$ cat config.mk
export PLATFORM = sky130hd
export DESIGN_NAME = pc_select_reg
export DESIGN_NICKNAME = d
export VERILOG_FILES = /design/src/rtl/pc_select_reg.sv
export SDC_FILE = /design/constraint.sdc
export NUM_CORES = 1
export LEC_CHECK = 0
export CAP_MARGIN = 10
export CORE_UTILIZATION = 49
export DETAILED_ROUTE_END_ITERATION = 10
export PLACE_DENSITY = 0.91
export SLEW_MARGIN = 20
export SYNTH_ARGS = -nofsm -noshare
export SYNTH_HDL_FRONTEND = slang
export SYNTH_SLANG_ARGS = --single-unit
$ cat constraint.sdc
create_clock -name clk -period 6.91 [get_ports clk]
set_input_delay 1.382 -clock clk [delete_from_list [all_inputs] [get_ports clk]]
set_output_delay 1.382 -clock clk [all_outputs]
set_load 0.01 [all_outputs]
$ cat src/rtl/pc_select_reg.sv
// pc_select_reg
//   Registered next-PC selector. Chooses among N_SRC prioritised redirect
//   sources (index 0 highest) or the sequential PC+STEP and owns the PC
//   register. Under stall the PC holds. One redirect request can be buffered
//   so that a request made during a stall is not lost.
//
// Ports
//   clk         in   rising-edge clock
//   reset       in   asynchronous, active-high reset
//   stall       in   hold the PC this cycle
//   src_valid   in   [N_SRC]        per-source redirect request
//   src_target  in   [N_SRC*WIDTH]  target of source i at [i*WIDTH +: WIDTH]
//   pc          out  [WIDTH]        current PC (registered)
//   redirect    out                 high for the cycle after pc was loaded
//                                   from a redirect target
//   pend_valid  out                 a buffered redirect is waiting
//   pend_idx    out  [IDX_W]        source index of the buffered redirect
module pc_select_reg #(
  parameter int unsigned      WIDTH    = 64,
  parameter int unsigned      N_SRC    = 4,
  parameter logic [WIDTH-1:0] RESET_PC = '0,
  parameter logic [WIDTH-1:0] STEP     = WIDTH'(4),
  localparam int unsigned     IDX_W    = (N_SRC > 1) ? $clog2(N_SRC) : 1
) (
  input  logic                   clk,
  input  logic                   reset,
  input  logic                   stall,
  input  logic [N_SRC-1:0]       src_valid,
  input  logic [N_SRC*WIDTH-1:0] src_target,
  output logic [WIDTH-1:0]       pc,
  output logic                   redirect,
  output logic                   pend_valid,
  output logic [IDX_W-1:0]       pend_idx
);

  typedef enum logic {
    IDLE = 1'b0,
    PEND = 1'b1
  } state_t;

  state_t           state_q, state_d;
  logic [WIDTH-1:0] pc_q, pc_d;
  logic             redirect_q, redirect_d;
  logic [IDX_W-1:0] pend_idx_q, pend_idx_d;
  logic [WIDTH-1:0] pend_tgt_q, pend_tgt_d;

  logic             win_valid;
  logic [IDX_W-1:0] win_idx;
  logic [WIDTH-1:0] win_tgt;
  logic             take_new;

  // Lowest-index requester wins. A target is only read when its valid bit is
  // set, so unknown values on idle sources never reach the PC.
  always_comb begin
    win_valid = 1'b0;
    win_idx   = '0;
    win_tgt   = '0;
    for (int unsigned i = 0; i < N_SRC; i++) begin
      if (src_valid[i] && !win_valid) begin
        win_valid = 1'b1;
        win_idx   = IDX_W'(i);
        win_tgt   = src_target[i*WIDTH +: WIDTH];
      end
    end
  end

  // A new request displaces the buffered one when it is of equal or higher
  // priority; equal index means the newer request wins.
  assign take_new = win_valid && (win_idx <= pend_idx_q);

  always_comb begin
    state_d    = state_q;
    pc_d       = pc_q;
    redirect_d = 1'b0;
    pend_idx_d = pend_idx_q;
    pend_tgt_d = pend_tgt_q;
    unique case (state_q)
      IDLE: begin
        if (stall) begin
          if (win_valid) begin
            state_d    = PEND;
            pend_idx_d = win_idx;
            pend_tgt_d = win_tgt;
          end
        end else if (win_valid) begin
          pc_d       = win_tgt;
          redirect_d = 1'b1;
        end else begin
          pc_d = pc_q + STEP;
        end
      end
      PEND: begin
        if (stall) begin
          if (take_new) begin
            pend_idx_d = win_idx;
            pend_tgt_d = win_tgt;
          end
        end else begin
          pc_d       = take_new ? win_tgt : pend_tgt_q;
          redirect_d = 1'b1;
          state_d    = IDLE;
        end
      end
      default: state_d = IDLE;
    endcase
  end

  always_ff @(posedge clk or posedge reset) begin
    if (reset) begin
      state_q    <= IDLE;
      pc_q       <= RESET_PC;
      redirect_q <= 1'b0;
      pend_idx_q <= '0;
      pend_tgt_q <= '0;
    end else begin
      state_q    <= state_d;
      pc_q       <= pc_d;
      redirect_q <= redirect_d;
      pend_idx_q <= pend_idx_d;
      pend_tgt_q <= pend_tgt_d;
    end
  end

  assign pc         = pc_q;
  assign redirect   = redirect_q;
  assign pend_valid = (state_q == PEND);
  assign pend_idx   = pend_idx_q;

endmodule

Word level (Yosys, flattened, before mapping)
Index checks and enable logic that the tools add are counted.
{"block": "word_totals", "word_cells": 56, "ff_bits": 132, "inputBits": 263, "out_inout_bits": 68}
{"block": "op_classes", "n_bitwise": 1, "magnitude_cmp": 1, "add_sub_neg": 1, "n_eq_ne": 6, "n_reduce_logical": 10, "muxes": 32}
{"cell": "two-way mux 64 bit", "count": 11}
{"cell": "case mux 64 bit (2 select lines)", "count": 2}
{"cell": "adder 64 x 3 -> 64 bit (second input constant)", "count": 1}
{"cell": "two-way mux 2 bit", "count": 6}
{"cell": "two-way mux 1 bit", "count": 10}
{"cell": "!= test 2 bit (second input constant)", "count": 5}
{"cell": "logical AND 1 bit", "count": 4}
{"cell": "case mux 1 bit (2 select lines)", "count": 2}
{"cell": "case mux 2 bit (2 select lines)", "count": 1}
{"cell": "AND reduction 4 bit", "count": 1}
{"cell": "zero test 1 bit", "count": 3}
{"cell": "AND reduction 3 bit", "count": 1}
{"cell": "less-or-equal comparator 2 bit", "count": 1}
{"cell": "!= test 2 x 1 -> 1 bit (second input constant)", "count": 1}
{"cell": "AND reduction 2 bit", "count": 1}
{"cell": "inverter 1 bit", "count": 1}

Logic depth before layout (Yosys ltp)
{"block": "depth", "word_depth": 15, "mapped_depth": 14}

Worst setup path after synthesis
No wires, ideal clock.
{"block": "synth_timing", "path_type": "input -> register", "from": "input src_valid[1]", "to": "register pc_q[39] (netlist: pc[39])", "path_buffers": 5, "t_required_ps": 6773, "stages": 14, "path_slack_ps": 2775, "arrival_time_ps": 3998, "setup_ps": 137, "path_cell_list": "clkbuf_1 nor4b_1 clkbuf_1 clkbuf_1 a21oi_1 ha_1 nand2_1 o211ai_1 and2b_1 buf_2 clkbuf_1 a221oi_1 a21oi_1 a2bb2oi_1"}
{"block": "synth_between", "elab_chain_cells": 13, "elab_cells_between_ends": 21, "cone_classes": "1 x order compare; 14 x mux; 6 x reduce/logical"}
{"element": "start: declaration", "line": "28", "source": "input logic [N_SRC-1:0] src_valid,"}
{"element": "logical AND 1 bit (*)", "line": "59", "source": "if (src_valid[i] && !win_valid) begin"}
{"element": "two-way mux 1 bit", "line": "59"}
{"element": "zero test 1 bit", "line": "59"}
{"element": "logical AND 1 bit", "line": "59"}
{"element": "two-way mux 1 bit", "line": "59"}
{"element": "zero test 1 bit", "line": "59"}
{"element": "logical AND 1 bit", "line": "59"}
{"element": "two-way mux 2 bit", "line": "59"}
{"element": "less-or-equal comparator 2 bit", "line": "69", "source": "assign take_new = win_valid && (win_idx <= pend_idx_q);"}
{"element": "logical AND 1 bit", "line": "69"}
{"element": "two-way mux 64 bit"}
{"element": "two-way mux 64 bit", "line": "93", "source": "if (stall) begin"}
{"element": "case mux 64 bit (2 select lines) (*)", "line": "77", "source": "unique case (state_q)"}
{"element": "end signal: assignment", "line": "117", "source": "pc_q <= pc_d;"}
{"element": "end: declaration", "line": "42", "source": "logic [WIDTH-1:0] pc_q, pc_d;"}
Every way passes the cells marked *; elsewhere a longest branch is shown, timed or not. The select of a mux whose other input is x is not followed.
A chain may end at the register's enable or synchronous reset.

Final worst setup path
{"block": "layout_timing", "from": "input src_valid[1]", "to": "register pc_q[3] (netlist: pc[3])"}
The elaborated chain is that of the path after synthesis.

==> flow_summary.yaml <==
status:
  status: "complete, no violations"
grt:
  antenna_found_initial: 1
  grt_remaining_overflow: 0
  grt_max_degree: 112
  grt_usage_pct: 39.2
  grt_pass1_vias: 9805
  grt_pass1_wl_um: 54400
timing:
  setup-violations-final: 0
  relSlewSlack_pct: 32.2
  tightest_slew_ns: 1.01
  finalCriticalPeriod_ns: 4.48
  rsz0062_at_grt: "no"
  max_freq_mhz: 223
  skew_ns: 0.00871
  hold_viol: 0
  period_share_pct: 64.9
  report.final.slew_viol_count: 0
  final.setup.tns_ns: 0
route:
  vias: 10500
  post_drt_via_cell_ratio: 6.63
  drtIter0Drc: 1587
  ant_nets: 0
  dr.pass1.iters: 7
  drcViolationCount: 0
  wl_per_cell_um: 22.6
  wirelength_um: 35800
setup_path:
  crit_arrival_ns: 4.80
  required_ns: 7.23
  start_kind: "primary input"
  endpoint_kind: "flip-flop"
  path_max_fanout: 59
  r2r-start: "pend_idx[1]"
  crit_type: "primary input to flip-flop"
  worst_r2r_path_depth: 9
  cp-startpoint: "src_valid[1]"
final_layout:
  area_growth_pct: 44.2
  layout-drive-gt1-share_pct: 7.08
  fin_cells: 1583
  nFillCells: 1271
  fin_nets: 1611
floorplan:
  rows: 48
  dieArea_um2: 18400
  die_h_um: 135
  die_x_um: 135
  num_io_pins: 331
  core_um2: 17400
  start_util_pct: 50.3
clock_network:
  cts_tree: "yes"
  cts-root-buf: "clkbuf_16"
  numCtsBuffers: 17
  cts.repair.resized: 0
  cts-hold-fix-buffers: 0
  insertion_delay_ns: 0.43
  post_cts_buffers: 0
  htreeDepth: 4
  clk_pin_slew_worst_paths_ns: 0.06
  clock_sinks: 132
  cts_buffer_depth: 2
synthesis:
  syn_area_um2: 8730
  syn_nets: 1340
  yosys_register_bits: 132
  synth_cell_types: 64
  synth_edf_count: 0
  synth-warning-count: 0
  synth_ff_type: "dfrtp_1"
  avgSynthCellArea_um2: 8.13
  syn_inst: 1074
  synth_seq_area_share_pct: 37.8
  async_reset_ff_share_pct: 100
placed_design:
  place_hpwl_um: 25100
  placed_cells: 1551
  io_buffers: 330
  finalWeightedCongestion: 0.909
flow_run:
  cap_violations: 0
hold_path:
  hold_depth: 2
  holdCritStartpoint: "pend_tgt_q[62]"
  hold_path_class: "flip-flop to flip-flop"
pwr:
  ir_drop_v: 0.000175
  powerDensity_nw_per_um2: 240
  leakagePower_nw: 4.97
## kinds of logic (layout without fill, tap and decap cells)
group                    Yosys count  count (layout)  share of synthesized area, %
AO/OA/AOI/OAI                    418             418                          32.0
XOR/XNOR                           3               3                         0.301
adder cells (fa/ha/maj)            3               3                         0.430
buffers and inverters            112             394                          5.53
flip-flops                       132             132                          37.8
multiplexers                      26              26                          3.32
other                              0               2                             0
AND/OR/NAND/NOR                  380             380                          20.6
## synth_stat cells (all sizes together), types with 3 or more instances
library cell / instances / share of area [%]
a21oi: 41 / 2.4
a221oi: 51 / 5.1
a22o: 15 / 1.5
a22oi: 85 / 7.3
a2bb2oi: 12 / 1.2
a31oi: 18 / 1.3
a32oi: 3 / 0.30
and2: 9 / 0.64
and3: 12 / 0.89
and4: 4 / 0.40
buf: 24 / 1.4
clkbuf: 67 / 3.2
dfrtp: 132 / 38
ha: 3 / 0.43
inv: 19 / 0.82
mux2: 24 / 3.1
nand2: 173 / 7.4
nand3: 22 / 1.3
nand4: 23 / 1.9
nor2: 82 / 3.5
nor2b: 5 / 0.36
nor3: 14 / 0.80
nor4: 16 / 1.7
o21a: 11 / 0.95
o21ai: 145 / 8.3
o221a: 3 / 0.39
o22ai: 7 / 0.50
o31a: 10 / 1.0
or2: 4 / 0.29
or3: 5 / 0.43
xnor2: 3 / 0.30
## worst max-delay path: stages
cell	delay, ns
buf_2	0.30
buf_4	0.56
a21oi_1	0.18
ha_1	0.31
nand2_1	0.07
o211ai_1	0.14
nand2_2	0.44
buf_4	0.62
a21oi_1	0.14
a221o_1	0.31
mux2_2	0.27
## metrics by stage
stage	worst slack [ns]	hold slack, ns	cell area, um2	utilization (%)	total power [mW]
after floorplan	2.00	0.440	8730	-	1.59
after global placement	2.25	0.454	12000	69.3	2.06
after detailed placement	2.09	0.463	12000	69.3	2.10
after CTS	2.51	0.478	12600	72.5	2.98
after global routing	2.22	0.498	12600	72.5	3.13
final	2.43	0.475	12600	72.6	3.02
## registers in the layout (all words and copies together) (netlist names)
name / cells
pc: 64
pend_idx: 2
pend_tgt_q: 64
pend_valid: 1
redirect: 1
## worst paths after layout
path	endpoint	slack (ns)
setup / recovery	pc[3]	2.43
hold / removal	pend_tgt_q[62]	0.48
setup reg to reg	pc[3]	3.96
hold reg to reg	pend_tgt_q[62]	0.48
max in group asynchronous	pc[52]	4.10
min in group asynchronous	pend_tgt_q[8]	1.49
## layout by cell type, fill, tap and decap left out, drive strengths merged, types with 4 or more instances in the layout
cell type,Yosys,layout
o22ai,7,7
nand3,22,22
nor3,14,14
a22o,15,15
nand4,23,23
a221oi,51,51
or2,4,4
inv,19,19
nor2,82,82
buf,24,17
a2bb2oi,12,12
and3,12,12
a22oi,85,85
a31oi,18,18
o31a,10,10
or3,5,5
dfrtp,132,132
nor2b,5,5
mux2,24,24
nor4,16,16
a21oi,41,41
nand2,173,173
clkbuf,67,20
clkinv,1,8
o21ai,145,145
and2,9,9
clkdlybuf4s50,0,327
o21a,11,11
and4,4,4
## cell type report
type                       instances  area, um2  share of cell area, %
multi-input combinational        830       4970                   39.5
timing repair buffer             344       3400                   27.0
sequential                       132       3300                   26.2
clock buffer                      20        447                   3.55
tap                              225        282                   2.24
clock inverter                    10        110                  0.874
inverter                          20       77.6                  0.616
antenna                            2       5.00                 0.0397
## per-layer routing
metal	global-route usage, %	part of all wire (%)	vias up
met5	0	0	-
met2	59.3	46	827
li1	-	-	4577
met1	53.2	38	4953
met4	15.6	3.8	0
met3	10.5	13	136
## report_power, final
group	total [mW]	switching [mW]	internal [mW]
sequential	1.17	0.220	0.949
clock	0.878	0.345	0.533
combinational	0.969	0.470	0.499
total	3.02	1.03	1.98
(Power assumes the default switching activity.)
